### src/rtl/if_stage_buffered.sv
// Buffered instruction fetch stage: credit-limited sequential requests to a variable-latency
// in-order memory, a DEPTH-entry fetch queue toward decode, and redirect with stale-response discard.
module if_stage_buffered #(
  parameter int                ADDR_W   = 64,
  parameter int                INSTR_W  = 32,
  parameter int                PC_STEP  = 4,
  parameter int                DEPTH    = 4,
  parameter logic [ADDR_W-1:0] RESET_PC = '0
) (
  input  logic               clk,
  input  logic               reset,
  input  logic               BrTaken,
  input  logic [ADDR_W-1:0]  branch,
  output logic               imem_req_valid,
  input  logic               imem_req_ready,
  output logic [ADDR_W-1:0]  imem_addr,
  input  logic               imem_rsp_valid,
  input  logic [INSTR_W-1:0] imem_rsp_data,
  output logic               instr_valid,
  input  logic               instr_ready,
  output logic [INSTR_W-1:0] instruction,
  output logic [ADDR_W-1:0]  address
);

  localparam int AW = $clog2(DEPTH);
  localparam int CW = $clog2(DEPTH + 1);
  localparam logic [CW:0]   DEPTH_OCC = (CW + 1)'(DEPTH);
  localparam logic [CW-1:0] DEPTH_CNT = CW'(DEPTH);

  logic [ADDR_W-1:0]  pc_q, pc_d;
  logic [CW-1:0]      count_q, count_d, inflight_q, inflight_d, stale_q, stale_d;
  logic [AW-1:0]      head_q, head_d, tail_q, tail_d;
  logic [AW-1:0]      pf_rd_q, pf_rd_d, pf_wr_q, pf_wr_d;
  logic [INSTR_W-1:0] qi_q [DEPTH];
  logic [ADDR_W-1:0]  qp_q [DEPTH];
  logic [ADDR_W-1:0]  pf_q [DEPTH];

  logic [CW:0] occ_s;
  logic        accept_s, rsp_s, push_s, pop_s, nonempty_s;

  // Occupancy counts queued entries plus live (non-stale) requests so a response always has a slot.
  assign occ_s          = {1'b0, count_q} + {1'b0, inflight_q} - {1'b0, stale_q};
  assign imem_req_valid = reset & ~BrTaken & (occ_s < DEPTH_OCC) & (inflight_q < DEPTH_CNT);
  assign accept_s       = imem_req_valid & imem_req_ready;
  assign rsp_s          = reset & imem_rsp_valid;
  assign push_s         = rsp_s & ~BrTaken & (stale_q == {CW{1'b0}});
  assign nonempty_s     = (count_q != {CW{1'b0}});
  assign instr_valid    = reset & ~BrTaken & nonempty_s;
  assign pop_s          = instr_valid & instr_ready;

  assign imem_addr   = pc_q;
  assign instruction = nonempty_s ? qi_q[head_q] : {INSTR_W{1'b0}};
  assign address     = nonempty_s ? qp_q[head_q] : {ADDR_W{1'b0}};

  // Next-state for PC, queue pointers and the three counters.
  always_comb begin
    pc_d       = pc_q;
    count_d    = count_q;
    stale_d    = stale_q;
    head_d     = head_q;
    tail_d     = tail_q;
    inflight_d = inflight_q + CW'(accept_s) - CW'(rsp_s);
    pf_wr_d    = accept_s ? pf_wr_q + AW'(1) : pf_wr_q;
    pf_rd_d    = rsp_s ? pf_rd_q + AW'(1) : pf_rd_q;
    if (BrTaken) begin
      pc_d    = branch;
      count_d = {CW{1'b0}};
      head_d  = {AW{1'b0}};
      tail_d  = {AW{1'b0}};
      stale_d = inflight_q - CW'(rsp_s);
    end else begin
      pc_d    = accept_s ? pc_q + ADDR_W'(PC_STEP) : pc_q;
      tail_d  = push_s ? tail_q + AW'(1) : tail_q;
      head_d  = pop_s ? head_q + AW'(1) : head_q;
      count_d = count_q + CW'(push_s) - CW'(pop_s);
      if (rsp_s && (stale_q != {CW{1'b0}})) begin
        stale_d = stale_q - CW'(1);
      end else begin
        stale_d = stale_q;
      end
    end
  end

  // Control state register with synchronous active-low reset.
  always_ff @(posedge clk) begin
    if (!reset) begin
      pc_q       <= RESET_PC;
      count_q    <= {CW{1'b0}};
      inflight_q <= {CW{1'b0}};
      stale_q    <= {CW{1'b0}};
      head_q     <= {AW{1'b0}};
      tail_q     <= {AW{1'b0}};
      pf_rd_q    <= {AW{1'b0}};
      pf_wr_q    <= {AW{1'b0}};
    end else begin
      pc_q       <= pc_d;
      count_q    <= count_d;
      inflight_q <= inflight_d;
      stale_q    <= stale_d;
      head_q     <= head_d;
      tail_q     <= tail_d;
      pf_rd_q    <= pf_rd_d;
      pf_wr_q    <= pf_wr_d;
    end
  end

  // Data storage needs no reset; validity is carried by the counters and pointers.
  always_ff @(posedge clk) begin
    if (push_s) begin
      qi_q[tail_q] <= imem_rsp_data;
      qp_q[tail_q] <= pf_q[pf_rd_q];
    end
    if (accept_s) begin
      pf_q[pf_wr_q] <= pc_q;
    end
  end

endmodule

### config.mk
export PLATFORM = sky130hd
export DESIGN_NAME = if_stage_buffered
export DESIGN_NICKNAME = d
export VERILOG_FILES = /design/src/rtl/if_stage_buffered.sv
export SDC_FILE = /design/constraint.sdc
export NUM_CORES = 1
export LEC_CHECK = 0
export CELL_PAD_IN_SITES_DETAIL_PLACEMENT = 2
export CELL_PAD_IN_SITES_GLOBAL_PLACEMENT = 2
export CORE_ASPECT_RATIO = 1.75
export CORE_UTILIZATION = 47
export CTS_CLUSTER_DIAMETER = 80
export CTS_CLUSTER_SIZE = 16
export DETAILED_ROUTE_END_ITERATION = 7
export PLACE_DENSITY = 0.89
export SKIP_CTS_REPAIR_TIMING = 1
export SYNTH_ARGS = -nofsm -noshare
export SYNTH_HDL_FRONTEND = slang
export SYNTH_SLANG_ARGS = --single-unit
### constraint.sdc
create_clock -name clk -period 7.62 [get_ports clk]
set_input_delay 0.762 -clock clk [delete_from_list [all_inputs] [get_ports clk]]
set_output_delay 0.762 -clock clk [all_outputs]
set_load 0.02 [all_outputs]
==> results.txt, run 1 <==
----------------------------------------------------
[Die]
  Die W ... approximately 190 um
  Number of I/O pins ... about 260
  Height of the chip ... ~330 um
  Area of the die ... a little over 0.06 sq mm
  Std-Cell Rows ... about 120
  Initial Utilization ... 0.4757
  Placeable core area ... around 0.060 sq mm

[Placed design]
  Final weighted congestion in routability-driven placement ... 0.8232
  Half-perimeter wire length after detailed placement ... a little over 60 mm
  Post-placement setup slack ... between 3 and 4 ns
  Count of input and output buffers ... between 200 and 300

[Synth]
  Net count after synthesis ... between 1500 and 2000
  Leading cell types by count after synthesis ... 640 x edfxtp_1, 160 x mux4_2, 99 x nor2b_1
  Mapped Cells ... around 1600
  Post-synthesis sequential element count ... 725
  Average instance area after synthesis ... around 18 sq um
  Number of warnings printed during yosys synthesis ... 0
  Seq/Total Area, Yosys ... 0.7311
  EDFF count, synth ... 640
  Fraction of registers with async set or reset after synthesis ... 0
  Synth cell types ... 58
  Most frequent cell after synthesis ... edfxtp_1
  Fraction of synthesized cell area taken by the top area cell type ... 0.6717
  Flip-flop cell with the highest count after synthesis ... edfxtp_1
  Most area-consuming cells after synthesis ... edfxtp_1 67%, mux4_2 13%, dfxtp_1 5.9%
  Post-synthesis instance area ... between 0.02 and 0.03 sq mm
  Largest area contributor in the netlist ... edfxtp_1

[Critical path]
  Slowest stage cell, crit path ... nor2_1
  Start point of the critical path ... inflight_q[1]
  Crit path largest cell delay ... around 1.0 ns
  Source of the worst register-to-register timing path ... inflight_q[1]
  Worst reg2reg setup slack ... just under 3 ns
  Data required time at the worst endpoint ... between 8 and 9 ns
  Crit path max fanout ... 34
  Most Frequent Cell on Critical Path ... inv_1
  Critical setup path kind ... reg -> reg
  Kind of end point of the critical path ... register
  Critical-path cell list ... inv_1 -> fa_1 -> inv_1 -> ha_1 -> and4b_1 -> nor4_1 -> nor4_4 -> buf_4 -> nor2_1 -> o21ai_0 -> a21oi_1
  Startpoint class of the critical path ... register
  Arrival time worst endpoint ... a little over 5 ns

[Cells and area]
  Net count, final ... just under 2000
  Combined area of the multi-input logic cells ... between 0.007 and 0.008 sq mm
  Storage cell area ... approximately 0.021 sq mm
  Layout overhead on the synthesized area ... 17.36%
  Share of post-route cells with drive strength above 1 ... 0.1374
  Ant diodes ... 0
  Fill cell total of the finished layout ... between 5000 and 6000

[GRT]
  Total congestion overflow ... 0
  First-pass GRT wire length ... roughly 130 mm
  Antenna violations before repair ... 1
  Via count of the first global-routing pass ... between 15000 and 20000
  GRT Resource Usage Total ... 0.3041
  Largest net degree at the start of global routing ... just over 70

[Detailed routing]
  Number of design-rule violations left by the first detailed-router iteration ... 1716
  DRC violation count after routing ... 0
  Post-detailed-route via-to-cell ratio ... 6.353
  Via count of the routed design ... 16930
  Detailed Route WL ... 93.07 mm
  WL/cell ... 34.94 um
  Post-route ant nets ... 0
  Count of TritonRoute iterations in the first routing pass ... 5

[Clock network]
  Deepest clock path buffer count ... 3
  Clock edge transition at the registers on the reported setup and hold paths ... 0.08 ns
  Clock sinks ... just over 700
  Clock latency on the worst-skew pair ... ~0.6 ns
  Total clock buffers created by CTS ... between 50 and 60
  TritonCTS clock tree ... done
  Cell at the root of the clock tree ... clkbuf_16
  Number of H-tree branching levels ... 2

[Job]
  Max-cap violations ... 0

[Power and ir drop]
  Internal power ... 5.989 mW
  Share of total power consumed by net switching ... 0.2395
  Switching power ... roughly 1.9 mW
  Clock share of power ... 0.335
  Part of the power in combinational logic ... 0.083
  Sequential share of power ... 0.582
  Leakage Power ... between 10 and 15 nW
  P per Cell Area ... between 200 and 250 mW/mm^2
  Peak ir drop on the vdd network ... ~0.00018 V

[Timing]
  Final Slew Violations ... 0
  Worst Setup Slack, final ... 2.979 ns
  Setup repair after global routing missed its margin ... false
  Final Setup Violations ... 0
  Min Tclk post-route ... 4.641 ns
  Maximum clock skew at final layout ... 0.01743 ns
  Timing-limited maximum frequency ... approximately 220 MHz
  Worst-case headroom to the max-slew limit ... 0.02534
  Post-Route Setup TNS ... 0 ns
  Fin crit share ... 0.6090
  Slew @ Worst Pin ... ~1.5 ns
  Endpoints failing hold ... 0

[Min path]
  Path category of the worst min-delay check ... reg -> reg
  Worst min-delay path startpoint ... imem_addr[1]

[Outcome]
  Status ... finished clean

----------------------------------------------------
cell families after synthesis:
kind of cell    synth area share
flops                     0.7311
simple gates             0.07434
xor+xnor                0.006428
mux                       0.1273
buf+inv                  0.01351
compound gates           0.03573
fa+ha+maj                0.01154
power by group through the flow:
stage	clock [mW]	sequential, mW	combinational (mW)
3_5_place_dp	0	4.67	0.641
5_1_grt	2.77	4.59	0.689
3_3_place_gp	0	4.64	0.578
2_1_floorplan	0	4.62	0.332
4_1_cts	2.68	4.58	0.654
6_report	2.64	4.58	0.653
area by class of cell:
cell class,instances,area share
Clock buffer,92,0.04259
Clock inverter,2,0.0007452
Inverter,26,0.002906
Multi-Input combinational cell,750,0.2184
Sequential cell,725,0.6234
Tap cell,786,0.02929
Timing Repair Buffer,283,0.08264
placed cells by master (no fill, tap or decap), types with 9 or more instances in the layout:
cell type / netlist / layout
a21oi_1: 39 / 39
a31oi_1: 19 / 19
and2_1: 25 / 17
and3_1: 12 / 12
buf_4: 0 / 19
clkbuf_1: 56 / 41
clkbuf_16: 0 / 51
clkdlybuf4s50_1: 0 / 262
dfxtp_1: 85 / 81
edfxtp_1: 640 / 640
ha_1: 20 / 20
inv_1: 24 / 24
mux4_2: 160 / 160
nand2_1: 78 / 78
nand3_1: 25 / 25
nand4_1: 28 / 28
nor2_1: 48 / 47
nor2b_1: 99 / 99
nor3_1: 18 / 17
nor4_1: 18 / 18
o21ai_0: 27 / 27
o311ai_1: 19 / 19
xnor2_1: 12 / 12
xor2_1: 9 / 9
flip-flops by register name, summed over array words and instances, names as in the netlist, named ones only:
| register | cells |
|---|---|
| stale_q | 3 |
| pf_wr_q | 2 |
| qp_q | 256 |
| tail_q | 2 |
| qi_q | 128 |
| head_q | 2 |
| pf_q | 256 |
| count_q | 3 |
| imem_addr | 64 |
| inflight_q | 3 |
| pf_rd_q | 2 |
through the flow:
step,instance area (sq um),hold WS (ns),power (mW),cells,utilization
after CTS,33580,0.5303,7.910,2663,0.5582
final,33580,0.5343,7.875,2664,0.5583
after detailed placement,32120,0.5357,5.307,2569,0.5340
after global routing,33580,0.5508,8.045,2664,0.5583
after floorplan,28610,0.4658,4.951,1577,-
after global placement,32120,0.4720,5.217,2569,0.5340
routing by layer:
metal / routed length [um] / track usage / vias up
li1: - / - / 6810
met1: 34610 / 0.3798 / 9050
met2: 49570 / 0.5423 / 872
met3: 5286 / 0.03201 / 193
met4: 3602 / 0.1185 / 0
met5: 0 / 0 / -
final timing paths:
kind                        end  cells past startpoint
setup / recovery  imem_addr[13]                     11
hold / removal       pf_q[0][1]                      0
setup reg to reg  imem_addr[13]                     11
hold reg to reg      pf_q[0][1]                      0
worst max-delay path, delay by kind of cell (launching register included):
family	cells	cell delay, ns
fa+ha+maj	2	0.83
flops	1	0.41
simple gates	4	2.00
buf+inv	3	0.50
compound gates	2	0.77
No activity file was read; power rests on OpenSTA's default activity.
==> run 2, diff against run 1 <==
--- a/config.mk
+++ b/config.mk
@@ -8,11 +8,11 @@
 export CELL_PAD_IN_SITES_DETAIL_PLACEMENT = 2
 export CELL_PAD_IN_SITES_GLOBAL_PLACEMENT = 2
 export CORE_ASPECT_RATIO = 1.75
-export CORE_UTILIZATION = 47
+export CORE_UTILIZATION = 39
 export CTS_CLUSTER_DIAMETER = 80
 export CTS_CLUSTER_SIZE = 16
 export DETAILED_ROUTE_END_ITERATION = 7
-export PLACE_DENSITY = 0.89
+export PLACE_DENSITY = 0.8
 export SKIP_CTS_REPAIR_TIMING = 1
 export SYNTH_ARGS = -nofsm -noshare
 export SYNTH_HDL_FRONTEND = slang
==> constraint.sdc (replaced) <==
create_clock -name clk -period 3.8 [get_ports clk]
set_input_delay 0.38 -clock clk [delete_from_list [all_inputs] [get_ports clk]]
set_output_delay 0.38 -clock clk [all_outputs]
set_load 0.02 [all_outputs]
==> run 2 against run 1 <==
Net effect: the run now ends with design-rule violations left; sequential cell count did not move; routed wire length fell by 6.1%; global-route usage down 6.8 points; critical endpoint is now inflight_q[2]; largest cell class unchanged.
==> results.txt, run 2 (synthesized netlist as in run 1, its figures left out) <==
----------------------------------------------------
[Placed design]
  Final weighted congestion in routability-driven placement ... roughly 0.85
  Placed Area ... around 0.033 sq mm
  Count of input and output buffers ... about 260
  Half-perimeter wire length after detailed placement ... 60.18 mm
  Placed Cells ... approximately 2800

[Detailed routing]
  Count of TritonRoute iterations in the first routing pass ... 8
  DRC violation count after routing ... 24
  Post-detailed-route via-to-cell ratio ... roughly 5.7
  WL/cell ... around 30 um
  Number of design-rule violations left by the first detailed-router iteration ... about 1300
  Detailed Route WL ... around 87 mm
  Post-route ant nets ... 0
  Via count of the routed design ... between 15000 and 20000

[Timing]
  Maximum clock skew at final layout ... 0.04313 ns
  Slew @ Worst Pin ... between 0.8 and 0.9 ns
  Fin crit share ... 0.9915
  Timing-limited maximum frequency ... between 200 and 300 MHz
  Min Tclk post-route ... roughly 3.8 ns
  Worst-case headroom to the max-slew limit ... 0.4305
  Endpoints failing hold ... 0
  Final Setup Violations ... 0
  Final Slew Violations ... 0

[Clock network]
  Cell at the root of the clock tree ... clkbuf_16
  TritonCTS clock tree ... done
  Clock latency on the worst-skew pair ... approximately 0.62 ns
  Number of H-tree branching levels ... 2
  Clock sinks ... 725
  Total clock buffers created by CTS ... 51
  Deepest clock path buffer count ... 3
  Clock edge transition at the registers on the reported setup and hold paths ... 0.08 ns

[Critical path]
  Critical setup path kind ... reg -> reg
  Startpoint class of the critical path ... register
  Arrival time worst endpoint ... roughly 4.3 ns
  Crit path max fanout ... 3
  Data required time at the worst endpoint ... around 4.3 ns
  Kind of end point of the critical path ... register

[Cells and area]
  Net count, final ... 2016
  Fill cell total of the finished layout ... between 6000 and 7000
  Most common cell after layout, fill and taps aside ... edfxtp_1
  Final core utilization ... 0.4740
  Share of post-route cells with drive strength above 1 ... 0.1647
  Ant diodes ... 0
  Largest registers ... pf_q (256), qp_q (256), qi_q (128)
  Finished Layout Cells ... around 2900
  Layout overhead on the synthesized area ... 20.56%
  Final instance area ... around 0.034 sq mm
  Commonest non-fill, non-tap cells in the layout ... 640 x edfxtp_1, 261 x clkdlybuf4s50_1, 160 x mux4_2, 99 x nor2b_1, 79 x dfxtp_1

[Die]
  Initial Utilization ... 0.3932
  Area of the die ... between 0.07 and 0.08 sq mm
  Std-Cell Rows ... around 130
  Height of the chip ... approximately 360 um
  Placeable core area ... between 0.07 and 0.08 sq mm
  Number of I/O pins ... 264
  Die W ... 206.8 um

[GRT]
  Total congestion overflow ... 0
  Via count of the first global-routing pass ... 18140
  First-pass GRT wire length ... roughly 130 mm
  Largest net degree at the start of global routing ... 97
  GRT Resource Usage Total ... 0.2363
  Antenna violations before repair ... 6

[Outcome]
  Failing checks ... design-rule violations
  Status ... finished with violations

[Min path]
  Path category of the worst min-delay check ... in -> reg

[Power and ir drop]
  P per Cell Area ... 457.8 mW/mm^2
  Peak ir drop on the vdd network ... between 0.0003 and 0.0004 V
  Final Power ... roughly 16 mW
  Leakage Power ... between 10 and 15 nW

[Job]
  Max-cap violations ... 0

----------------------------------------------------
[run 2: changes by cell type in the layout (fill, tap and decap cells not counted), moves of 2 or more]
cell	delta
dfxtp_1	-2
and2_2	+4
and2_4	-4
buf_4	+31
buf_12	+23
clkbuf_1	-3
dfxtp_2	+2
[run 2: power by group]
part | switching [mW] | internal [mW]
clock network | 2.69 | 2.61
registers | 0.200 | 8.91
logic | 0.790 | 0.591
[run 2: worst paths after layout]
check	startpoint	end	slack, ns	depth (start not counted)
worst max-delay path	count_q[1]	inflight_q[2]	0.03	15
worst min-delay path	BrTaken	head_q[0]	0.23	3
worst max register to register	count_q[1]	inflight_q[2]	0.03	15
worst min register to register	tail_q[1]	tail_q[1]	0.53	2
[run 2: stage by stage]
step | TNS, ns | setup WS, ns | hold slack [ns]
floorplan | -40.95 | -0.1600 | 0.4658
global placement | 0 | 0.2553 | 0.4766
detailed placement | 0 | 0.1033 | 0.5187
CTS | -0.2060 | -0.2060 | 0.2128
global route | -0.07667 | -0.07667 | 0.2853
finish | 0 | 0.03227 | 0.2307
[run 2: final cells by class]
cell class	instances	area, sq um	share of cell area
clock buffers	91	1458	0.04225
clock inverters	3	36.28	0.001052
repair buffers	336	3466	0.1005
well taps	931	1165	0.03377
flip-flops and latches	725	20940	0.6069
multi-input cells	750	7337	0.2127
inverters	26	97.59	0.002829
[run 2: worst max-delay path: stages, from the launching register on]
cell     delay [ns]
dfxtp_4        0.37
inv_1          0.08
fa_1           0.55
inv_1          0.05
ha_1           0.30
and4b_2        0.26
o31a_1         0.29
nor4_4         0.40
inv_2          0.10
ha_1           0.33
inv_1          0.08
ha_2           0.17
inv_1          0.05
fa_1           0.37
xnor2_1        0.15
nor2_1         0.07
[run 2: layer usage]
metal | vias up | share of wire | global-route usage | wire, um
met5 | - | 0.00074 | 0 | 65
met4 | 10 | 0.038 | 0.08716 | 3331
met3 | 147 | 0.054 | 0.03260 | 4739
met2 | 528 | 0.53 | 0.4213 | 46270
met1 | 8685 | 0.38 | 0.2870 | 32960
li1 | 6929 | - | - | -
